`src/rtl/number_entry_pkg.sv`:
```
// number_entry_pkg: shared helpers for the number-entry block.
// Holds the single-digit step rule (wrap at a configurable maximum) and the
// width helper used to size each debounce counter.
package number_entry_pkg;

    typedef struct packed {
        logic [31:0] val;
        logic        wrap;
    } step_t;

    // One digit step. Values above dmax (possible after a raw load) wrap to 0
    // on increment, just like dmax itself.
    function automatic step_t digit_step(input logic [31:0] d,
                                         input logic [31:0] dmax,
                                         input logic        up);
        step_t r;
        if (up) begin
            r.wrap = (d >= dmax);
            r.val  = r.wrap ? 32'd0 : d + 32'd1;
        end else begin
            r.wrap = (d == 32'd0);
            r.val  = r.wrap ? dmax : d - 32'd1;
        end
        return r;
    endfunction

    // Counter must be able to hold the value DEB_TICKS.
    function automatic int deb_cnt_w(input int ticks);
        return (ticks < 1) ? 1 : $clog2(ticks + 1);
    endfunction

endpackage

```
`src/rtl/number_entry_btn_debounce.sv`:
```
// btn_debounce: one raw push-button channel.
// 2-flop synchroniser, tick-gated stability counter, accepted level register
// and a registered one-clk pulse on each accepted press (rising edge only).
module btn_debounce
    import number_entry_pkg::*;
#(
    parameter int DEB_TICKS = 16
) (
    input  logic clk,
    input  logic rst_n,
    input  logic tick,
    input  logic btn,
    output logic press
);

    localparam int             CW       = deb_cnt_w(DEB_TICKS);
    localparam logic [CW-1:0]  CNT_LAST = CW'(DEB_TICKS - 1);

    logic          sync1;
    logic          sync2;
    logic          stable;
    logic          stable_d;
    logic [CW-1:0] cnt;

    // bring the asynchronous button into the clk domain
    always_ff @(posedge clk) begin
        if (!rst_n) begin
            sync1 <= 1'b0;
            sync2 <= 1'b0;
        end else begin
            sync1 <= btn;
            sync2 <= sync1;
        end
    end

    // accept a new level once it has differed from stable for DEB_TICKS ticks
    always_ff @(posedge clk) begin
        if (!rst_n) begin
            cnt    <= '0;
            stable <= 1'b0;
        end else if (tick) begin
            if (sync2 != stable) begin
                if (cnt == CNT_LAST) begin
                    stable <= sync2;
                    cnt    <= '0;
                end else begin
                    cnt <= cnt + CW'(1);
                end
            end else begin
                cnt <= '0;
            end
        end
    end

    // registered rising-edge detect of the accepted level
    always_ff @(posedge clk) begin
        if (!rst_n) begin
            stable_d <= 1'b0;
            press    <= 1'b0;
        end else begin
            stable_d <= stable;
            press    <= stable & ~stable_d;
        end
    end

endmodule

```
`src/rtl/number_entry.sv`:
```
// number_entry: debounced front-panel multi-digit number entry.
// Each digit has an increment button (and a decrement button when the
// NUMBER_ENTRY_DEC_EN macro is defined). Presses latch sticky pending flags;
// one pending digit is serviced per cycle, lowest index first. With CARRY=1
// a digit wrap ripples into higher digits and a top-digit wrap pulses ovf.
module number_entry
    import number_entry_pkg::*;
#(
    parameter int                        DIGITS    = 2,
    parameter int                        DIG_W     = 4,
    parameter int                        DIG_MAX   = 15,
    parameter logic [DIGITS*DIG_W-1:0]   INIT      = 'h12,
    parameter int                        DEB_TICKS = 16,
    parameter int                        CARRY     = 0
) (
    input  logic                      clk,
    input  logic                      rst_n,
    input  logic                      tick,
    input  logic [DIGITS-1:0]         btn_inc,
`ifdef NUMBER_ENTRY_DEC_EN
    input  logic [DIGITS-1:0]         btn_dec,
`endif
    input  logic                      load,
    input  logic [DIGITS*DIG_W-1:0]   load_val,
    output logic [DIGITS*DIG_W-1:0]   num,
    output logic                      changed,
    output logic                      ovf
);

    localparam int NW = DIGITS * DIG_W;

    logic [DIGITS-1:0] inc_press;
    logic [DIGITS-1:0] pend_inc;
    logic [DIGITS-1:0] pend_dec;
    logic [DIGITS-1:0] clr;
    logic [NW-1:0]     num_q;
    logic [NW-1:0]     num_nxt;
    logic              chg_nxt;
    logic              ovf_nxt;

    for (genvar g = 0; g < DIGITS; g++) begin : g_inc
        btn_debounce #(.DEB_TICKS(DEB_TICKS)) u_deb (
            .clk   (clk),
            .rst_n (rst_n),
            .tick  (tick),
            .btn   (btn_inc[g]),
            .press (inc_press[g])
        );
    end

`ifdef NUMBER_ENTRY_DEC_EN
    logic [DIGITS-1:0] dec_press;

    for (genvar g = 0; g < DIGITS; g++) begin : g_dec
        btn_debounce #(.DEB_TICKS(DEB_TICKS)) u_deb (
            .clk   (clk),
            .rst_n (rst_n),
            .tick  (tick),
            .btn   (btn_dec[g]),
            .press (dec_press[g])
        );
    end

    // sticky decrement requests; load wipes them
    always_ff @(posedge clk) begin
        if (!rst_n || load) begin
            pend_dec <= '0;
        end else begin
            pend_dec <= (pend_dec & ~clr) | dec_press;
        end
    end
`else
    assign pend_dec = '0;
`endif

    // pick the lowest pending digit, step it and ripple any carry/borrow
    always_comb begin
        logic  found;
        logic  go;
        logic  up;
        step_t st;
        num_nxt = num_q;
        clr     = '0;
        chg_nxt = 1'b0;
        ovf_nxt = 1'b0;
        found   = 1'b0;
        go      = 1'b0;
        up      = 1'b0;
        st      = '0;
        for (int i = 0; i < DIGITS; i++) begin
            if (!found && (pend_inc[i] || pend_dec[i])) begin
                found   = 1'b1;
                clr[i]  = 1'b1;
                up      = pend_inc[i];
                // inc and dec on the same digit cancel each other
                go      = !(pend_inc[i] && pend_dec[i]);
                chg_nxt = go;
            end
            if (go) begin
                st = digit_step(32'(num_q[i*DIG_W +: DIG_W]), 32'(DIG_MAX), up);
                num_nxt[i*DIG_W +: DIG_W] = DIG_W'(st.val);
                go = (CARRY != 0) && st.wrap;
                if (i == DIGITS - 1) begin
                    ovf_nxt = go;
                end
            end
        end
    end

    // value register, status pulses and sticky increment requests
    always_ff @(posedge clk) begin
        if (!rst_n) begin
            num_q    <= INIT;
            changed  <= 1'b0;
            ovf      <= 1'b0;
            pend_inc <= '0;
        end else if (load) begin
            num_q    <= load_val;
            changed  <= 1'b1;
            ovf      <= 1'b0;
            pend_inc <= '0;
        end else begin
            num_q    <= num_nxt;
            changed  <= chg_nxt;
            ovf      <= ovf_nxt;
            pend_inc <= (pend_inc & ~clr) | inc_press;
        end
    end

    assign num = num_q;

endmodule

```
`config.mk`:
```
export PLATFORM = sky130hd
export DESIGN_NAME = number_entry
export DESIGN_NICKNAME = d
export VERILOG_FILES = /design/src/rtl/number_entry_pkg.sv /design/src/rtl/number_entry_btn_debounce.sv /design/src/rtl/number_entry.sv
export SDC_FILE = /design/constraint.sdc
export NUM_CORES = 1
export LEC_CHECK = 0
export ABC_AREA = 1
export ABC_CLOCK_PERIOD_IN_PS = 1600
export BUFFER_PORTS_ARGS = -buffer_cell sky130_fd_sc_hd__buf_2
export CORE_MARGIN = 2
export CORE_UTILIZATION = 54
export CTS_CLUSTER_SIZE = 24
export DETAILED_ROUTE_END_ITERATION = 12
export PLACE_DENSITY_LB_ADDON = 0.05
export SYNTH_ARGS = -nofsm -noshare
export SYNTH_HDL_FRONTEND = slang
export SYNTH_SLANG_ARGS = --single-unit
```
`constraint.sdc`:
```
create_clock -name clk -period 1.6 [get_ports clk]
set_input_delay 0.16 -clock clk [delete_from_list [all_inputs] [get_ports clk]]
set_output_delay 0.16 -clock clk [all_outputs]
set_load 0.1 [all_outputs]
```
==> impl_metrics.toml, run 1 <==
[timing]
timing.final.crit_share_pct = 84.8
rsz0062_at_grt = "false"
hold_viol = 0
max_freq_mhz = 737
fin_tns_setup_ns = 0
worst_slew_pin_slew_ns = 0.553
final_max_slew_viol_count = 0
skew_ns = 0.00515
finalWorstSetupSlack_ns = 0.243
setup_viol = 0
slew_headroom_pct = 63.1
period_minus_slack_ns = 1.36

[critical_path]
start_kind = "register"
cpPeakStageDelay_ns = 0.46
cp_slowest_cell = "buf_2"
cp_top_family = "buffers and inverters"
worst-r2r-setup-slack_ns = 0.34
reg2reg_depth = 5
cp.arrival_ns = 1.20
critPathMaxFanout = 8
critical_path_class = "reg -> out"
path_cells = "buf_2"
cp.required_ns = 1.44
end_kind = "primary output"
cp_num_buf_inv = 1
r2r-end = "g_inc[0].u_deb.cnt[0]"
r2r_start = "g_inc[0].u_deb.cnt[0]"

[global_routing]
antenna_found_initial = 0
gr-total-overflow = 0
grt_max_degree = 16
grt_pass1_wl_um = 4700
grt_pass1_vias = 1122
grt_usage_pct = 18.8

[power_and_ir_drop]
p_leak_nw = 0.754
p_clk_share_pct = 37.1
power.internal_mw = 1.22
ir_worst_vdd_mv = 0.861
p_switching_mw = 0.464
p_seq_share_pct = 48.4
swShare_pct = 27.6
power.density_nw_per_um2 = 1030
p_comb_share_pct = 14.4

[clock_network]
cts_buffers = 5
cts_tree = "built"
cts.clk_slew.worst_paths_ns = 0.10
cts_root_buffer = "clkbuf_4"
ctsResizeCount = 0
post_cts_buffers = 0
cts_sinks = 31
clock_path_buffers = 2
insertion_delay_ns = 0.31
cts_max_level = 2
ctsHoldBuffers = 0

[min_path]
hold_start = "btn_inc[1]"
hp-class = "in -> reg"
hold_end = "g_inc[1].u_deb.sync1"
min_path_cells = 3

[floorplanning]
ios = 24
core_area_um2 = 2500
rows = 18
initial_core_util_pct = 57.3
dieArea_um2 = 3080
dieHeight_um = 55.5
fp.dieW_um = 55.5

[synth]
yosys.area.top_type = "dfxtp_1"
synth_ff_type = "dfxtp_1"
postSynthCellCount = 186
ys_seq_area_share_pct = 43.4
async_reset_ff_share_pct = 0
netlist_top_cells_count = "nand2_1, dfxtp_1, inv_1"
ys_types = 31
synth_seq_cells = 31
synth_top_area_share_pct = 43.4
synth_warnings = 0
synth_area_leaders = "dfxtp_1, nand2_1, a21oi_1"
syn-num-nets = 205
synth.most_common_cell = "nand2_1"
avgSynthCellArea_um2 = 7.70
synth_edf_count = 0
syn_area_um2 = 1430

[place]
post-dp-hpwl_um = 1990
place_area_um2 = 1560
placed_cells = 233
gp_congestion = 0.841
port_buffers = 22
dp_slack_ns = 0.360

[detailed_routing]
vias_per_cell = 5.09
drtIter0Drc = 24
wl_per_cell_um = 11.0
drtPass1Iterations = 4
routed_wl_um = 2660
vias = 1227
postRouteAntennaNets = 0
drc_errors = 0

[final_layout]
syn2layout_area_growth_pct = 14.8
design_area_um2 = 1640
fillers = 234
nets = 229
utilization_pct = 65.7
layout-drive-gt1-share_pct = 24.2
num_antenna_cells = 0
fin_cells = 241

[job]
max_cap_violations = 0

[run_status]
outcome = "finished, final reports clean"
==> through the flow <==
step	hold slack, ns	total power [mW]
finish	0.0293	1.68
global route	0.0151	1.76
CTS	0.0211	1.70
detailed placement	0.345	1.08
global placement	0.342	1.07
floorplan	0.258	1.03
==> flip-flops by register name, summed over array words and instances (netlist names) <==
| register | flops |
|---|---|
| g_inc.u_deb.cnt | 10 |
| num | 8 |
| g_inc.u_deb.press | 2 |
| g_inc.u_deb.stable | 2 |
| g_inc.u_deb.stable_d | 2 |
| g_inc.u_deb.sync1 | 2 |
| g_inc.u_deb.sync2 | 2 |
| pend_inc | 2 |
| changed | 1 |
==> cell type report <==
class	count	area, um2	share of cell area [%]
Tap cell	30	37.5	2.28
Inverter	20	75.1	4.57
Clock inverter	2	35.0	2.13
Timing Repair Buffer	23	118	7.16
Sequential cell	31	629	38.3
Multi-Input combinational cell	129	697	42.4
Clock buffer	6	51.3	3.12
==> worst max-delay path by stage <==
stage / start / endpoint / slack [ns] / depth (start not counted)
floorplan: num[4] / num[7] / -0.0008 / 8
global placement: num[5] / num[7] / 0.40 / 8
detailed placement: g_inc[0].u_deb.cnt[0] / g_inc[0].u_deb.cnt[0] / 0.36 / 5
CTS: num[6] / num[6] / 0.24 / 1
global route: num[6] / num[6] / 0.19 / 1
finish: num[6] / num[6] / 0.24 / 1
==> cell usage in the layout, fill, tap and decap left out <==
cell type / synthesis / layout
bufinv_16: 0 / 1
nor2_2: 3 / 3
nor3_2: 1 / 1
xor2_1: 3 / 3
nand3b_1: 1 / 1
o21ai_0: 2 / 2
a211oi_2: 1 / 1
clkinv_2: 0 / 1
dfxtp_2: 0 / 7
a31oi_1: 3 / 3
buf_2: 4 / 22
a21oi_4: 1 / 1
a211oi_1: 2 / 2
nand2_2: 2 / 2
clkbuf_8: 0 / 1
ha_1: 5 / 5
conb_1: 1 / 1
nor2_4: 1 / 1
nand2_1: 47 / 47
clkbuf_4: 0 / 5
inv_2: 2 / 2
xnor2_1: 2 / 2
dfxtp_1: 31 / 24
o22ai_1: 1 / 1
buf_4: 1 / 1
o21ai_1: 3 / 3
a21oi_1: 17 / 17
o21ai_2: 1 / 1
nand4_1: 3 / 3
o21a_1: 2 / 2
a21oi_2: 1 / 1
inv_1: 18 / 18
nand3_1: 14 / 14
or2_1: 2 / 2
nor2_1: 10 / 10
==> power groups by stage <==
stage          clock (mW)  combinational, mW  sequential, mW
6_report            0.626              0.243           0.816
5_1_grt             0.681              0.261           0.820
4_1_cts             0.638              0.245           0.816
3_5_place_dp            0              0.244           0.834
3_3_place_gp            0              0.240           0.833
2_1_floorplan           0              0.102           0.930
==> logic make-up after synthesis <==
| family | after synthesis | synth area share [%] |
|---|---|---|
| AO/OA/AOI/OAI | 34 | 14.8 |
| XOR/XNOR | 5 | 3.06 |
| adder cells (fa/ha/maj) | 5 | 4.37 |
| buffers and inverters | 26 | 7.95 |
| flip-flops | 31 | 43.4 |
| other | 1 | 0.262 |
| AND/OR/NAND/NOR | 84 | 26.2 |
==> worst register-to-register path: stages (launching register included) <==
cell and delay (ns):
dfxtp_1 0.39, ha_1 0.21, nand3_1 0.10, nor2_1 0.20
nor3_2 0.09, o21a_1 0.17
==> layer usage <==
| layer | GRT usage, % | routed length [um] | up-vias | share of wire [%] |
|---|---|---|---|---|
| met1 | 21.9 | 1220 | 552 | 46 |
| met2 | 34.0 | 1330 | 18 | 50 |
| met3 | 5.15 | 94 | 2 | 3.5 |
| li1 | - | - | 655 | - |
| met4 | 4.53 | 15 | 0 | 0.56 |
| met5 | 0 | 0 | - | 0 |
Power figures use the tool's default switching activity.
==> run 2, diff against run 1 <==
--- a/config.mk
+++ b/config.mk
@@ -6,10 +6,10 @@
 export NUM_CORES = 1
 export LEC_CHECK = 0
 export ABC_AREA = 1
-export ABC_CLOCK_PERIOD_IN_PS = 1600
+export ABC_CLOCK_PERIOD_IN_PS = 1200
 export BUFFER_PORTS_ARGS = -buffer_cell sky130_fd_sc_hd__buf_2
 export CORE_MARGIN = 2
-export CORE_UTILIZATION = 54
+export CORE_UTILIZATION = 49
 export CTS_CLUSTER_SIZE = 24
 export DETAILED_ROUTE_END_ITERATION = 12
 export PLACE_DENSITY_LB_ADDON = 0.05
==> constraint.sdc (replaced) <==
create_clock -name clk -period 1.2 [get_ports clk]
set_input_delay 0.12 -clock clk [delete_from_list [all_inputs] [get_ports clk]]
set_output_delay 0.12 -clock clk [all_outputs]
set_load 0.1 [all_outputs]
==> run 2 against run 1 <==
  * Sequential power rose by 35%
  * Via count increased by 7.9%
  * Clock power is 9.6% higher
  * Final cell count grew 5.4%
  * Sequential share of layout area is 5.2 points lower
  * Flip-flop and latch count is the same
  * Largest cell class unchanged
  * Worst hold slack got worse by 0.010 ns
  * Register-to-register slack got worse by 0.28 ns
  * Design area is 20% higher
  * Critical path type unchanged
==> impl_metrics.toml, run 2 (synthesized netlist as in run 1, its figures left out) <==
[place]
gp_congestion = 0.855
post-dp-hpwl_um = 2070
place_area_um2 = 1760
port_buffers = 22

[run_status]
outcome = "finished, final reports clean"

[final_layout]
syn2layout_area_growth_pct = 37.7
multi_input_area_um2 = 795
ff_latch_area_um2 = 653
num_antenna_cells = 0
regMostFlops = "g_inc.u_deb.cnt"
design_area_um2 = 1970
largest_reg_flops = 10
final_common_cell = "nand2_1"
fillers = 229
layout-drive-gt1-share_pct = 35.4
nets = 241
final_cell_mix = "nand2_1, dfxtp_1, inv_1"

[clock_network]
insertion_delay_ns = 0.32
cts_tree = "built"
cts_buffers = 5
cts_sinks = 31
cts.clk_slew.worst_paths_ns = 0.10
clock_path_buffers = 2
cts_root_buffer = "clkbuf_4"
cts_max_level = 2

[critical_path]
start_kind = "register"
cp_num_buf_inv = 2
critPathMaxFanout = 5
cp_slowest_cell = "dfxtp_4"
critical_path_class = "reg -> out"
cp.arrival_ns = 1.03
end_kind = "primary output"
cpPeakStageDelay_ns = 0.41
cp.required_ns = 1.08
cp_top_family = "flip-flops"
path_cells = "buf_4, buf_12"

[detailed_routing]
drtPass1Iterations = 4
drc_errors = 0
wl_per_cell_um = 11.4
postRouteAntennaNets = 0
drtIter0Drc = 26
vias_per_cell = 5.21
vias = 1324
routed_wl_um = 2890

[global_routing]
grt_pass1_vias = 1183
grt_max_degree = 14
antenna_found_initial = 0
grt_pass1_wl_um = 4710
grt_usage_pct = 17.9
gr-total-overflow = 0

[floorplanning]
rows = 19
fp.dieW_um = 58.0
dieArea_um2 = 3370
core_area_um2 = 2760
ios = 24
dieHeight_um = 58.0
initial_core_util_pct = 51.9

[timing]
setup_viol = 0
fin_tns_setup_ns = 0
period_minus_slack_ns = 1.15
rsz0062_at_grt = "true"
skew_ns = 0.0101
timing.final.crit_share_pct = 96.2
hold_viol = 0
max_freq_mhz = 866
final_max_slew_viol_count = 0

[power_and_ir_drop]
p_leak_nw = 0.832
ir_worst_vdd_mv = 1.04
power.density_nw_per_um2 = 1120

[job]
max_cap_violations = 0

[min_path]
hp-class = "in -> reg"
run 2: worst paths after layout:
path / from / end / slack (ns) / cells after the start
setup reg to reg: num[4] / num[7] / 0.06 / 8
hold reg to reg: g_inc[1].u_deb.stable_d / g_inc[1].u_deb.press / 0.39 / 1
setup / recovery: num[4] / num[4] / 0.05 / 2
hold / removal: load_val[4] / num[4] / 0.02 / 3
run 2: cell type report:
cell class / instances / area share (%)
Multi-Input combinational cell: 129 / 40.3
Tap cell: 31 / 1.97
Sequential cell: 31 / 33.1
Timing Repair Buffer: 35 / 17.0
Clock buffer: 8 / 3.49
Inverter: 20 / 4.06
run 2: worst register-to-register path: cells and delay by family, from the launching register on:
| kind | cells | cell delay, ns |
|---|---|---|
| flip-flops | 1 | 0.41 |
| AND/OR/NAND/NOR | 4 | 0.29 |
| AO/OA/AOI/OAI | 2 | 0.15 |
| adder cells (fa/ha/maj) | 1 | 0.15 |
| buffers and inverters | 1 | 0.06 |
run 2: per-stage QoR:
| stage | util (%) | power (mW) | cells | hold WS, ns | worst slack (ns) |
|---|---|---|---|---|---|
| floorplan | - | 1.38 | 186 | 0.218 | -0.109 |
| global placement | 63.7 | 1.51 | 237 | 0.302 | 0.0476 |
| detailed placement | 63.7 | 1.52 | 237 | 0.306 | -0.00529 |
| CTS | 67.1 | 2.21 | 247 | 0.00570 | 0.00733 |
| global route | 71.5 | 2.29 | 254 | 0.0159 | -0.00983 |
| finish | 71.5 | 2.20 | 254 | 0.0191 | 0.0456 |
run 2: timing repair:
item                       in CTS  in global routing
resized for setup               1                 17
setup endpoints to repair       4                  8
gates cloned                    0                  0
buffers inserted                0                  7
hold buffers                    2                  0
pin swaps                       1                  9
hold endpoints to repair        2                  0
run 2: where the power goes:
part / switching, mW / internal (mW)
clock: 0.341 / 0.345
sequential: 0.0430 / 1.05
combinational: 0.263 / 0.160
run 2: metal layers:
| metal | share of wire, % | vias to the layer above | track usage (%) | wire [um] |
|---|---|---|---|---|
| li1 | - | 678 | - | - |
| met1 | 42 | 616 | 19.4 | 1230 |
| met2 | 52 | 26 | 32.6 | 1510 |
| met3 | 4.2 | 4 | 4.02 | 120 |
| met4 | 1.3 | 0 | 8.97 | 37 |
| met5 | 0 | - | 0 | 0 |
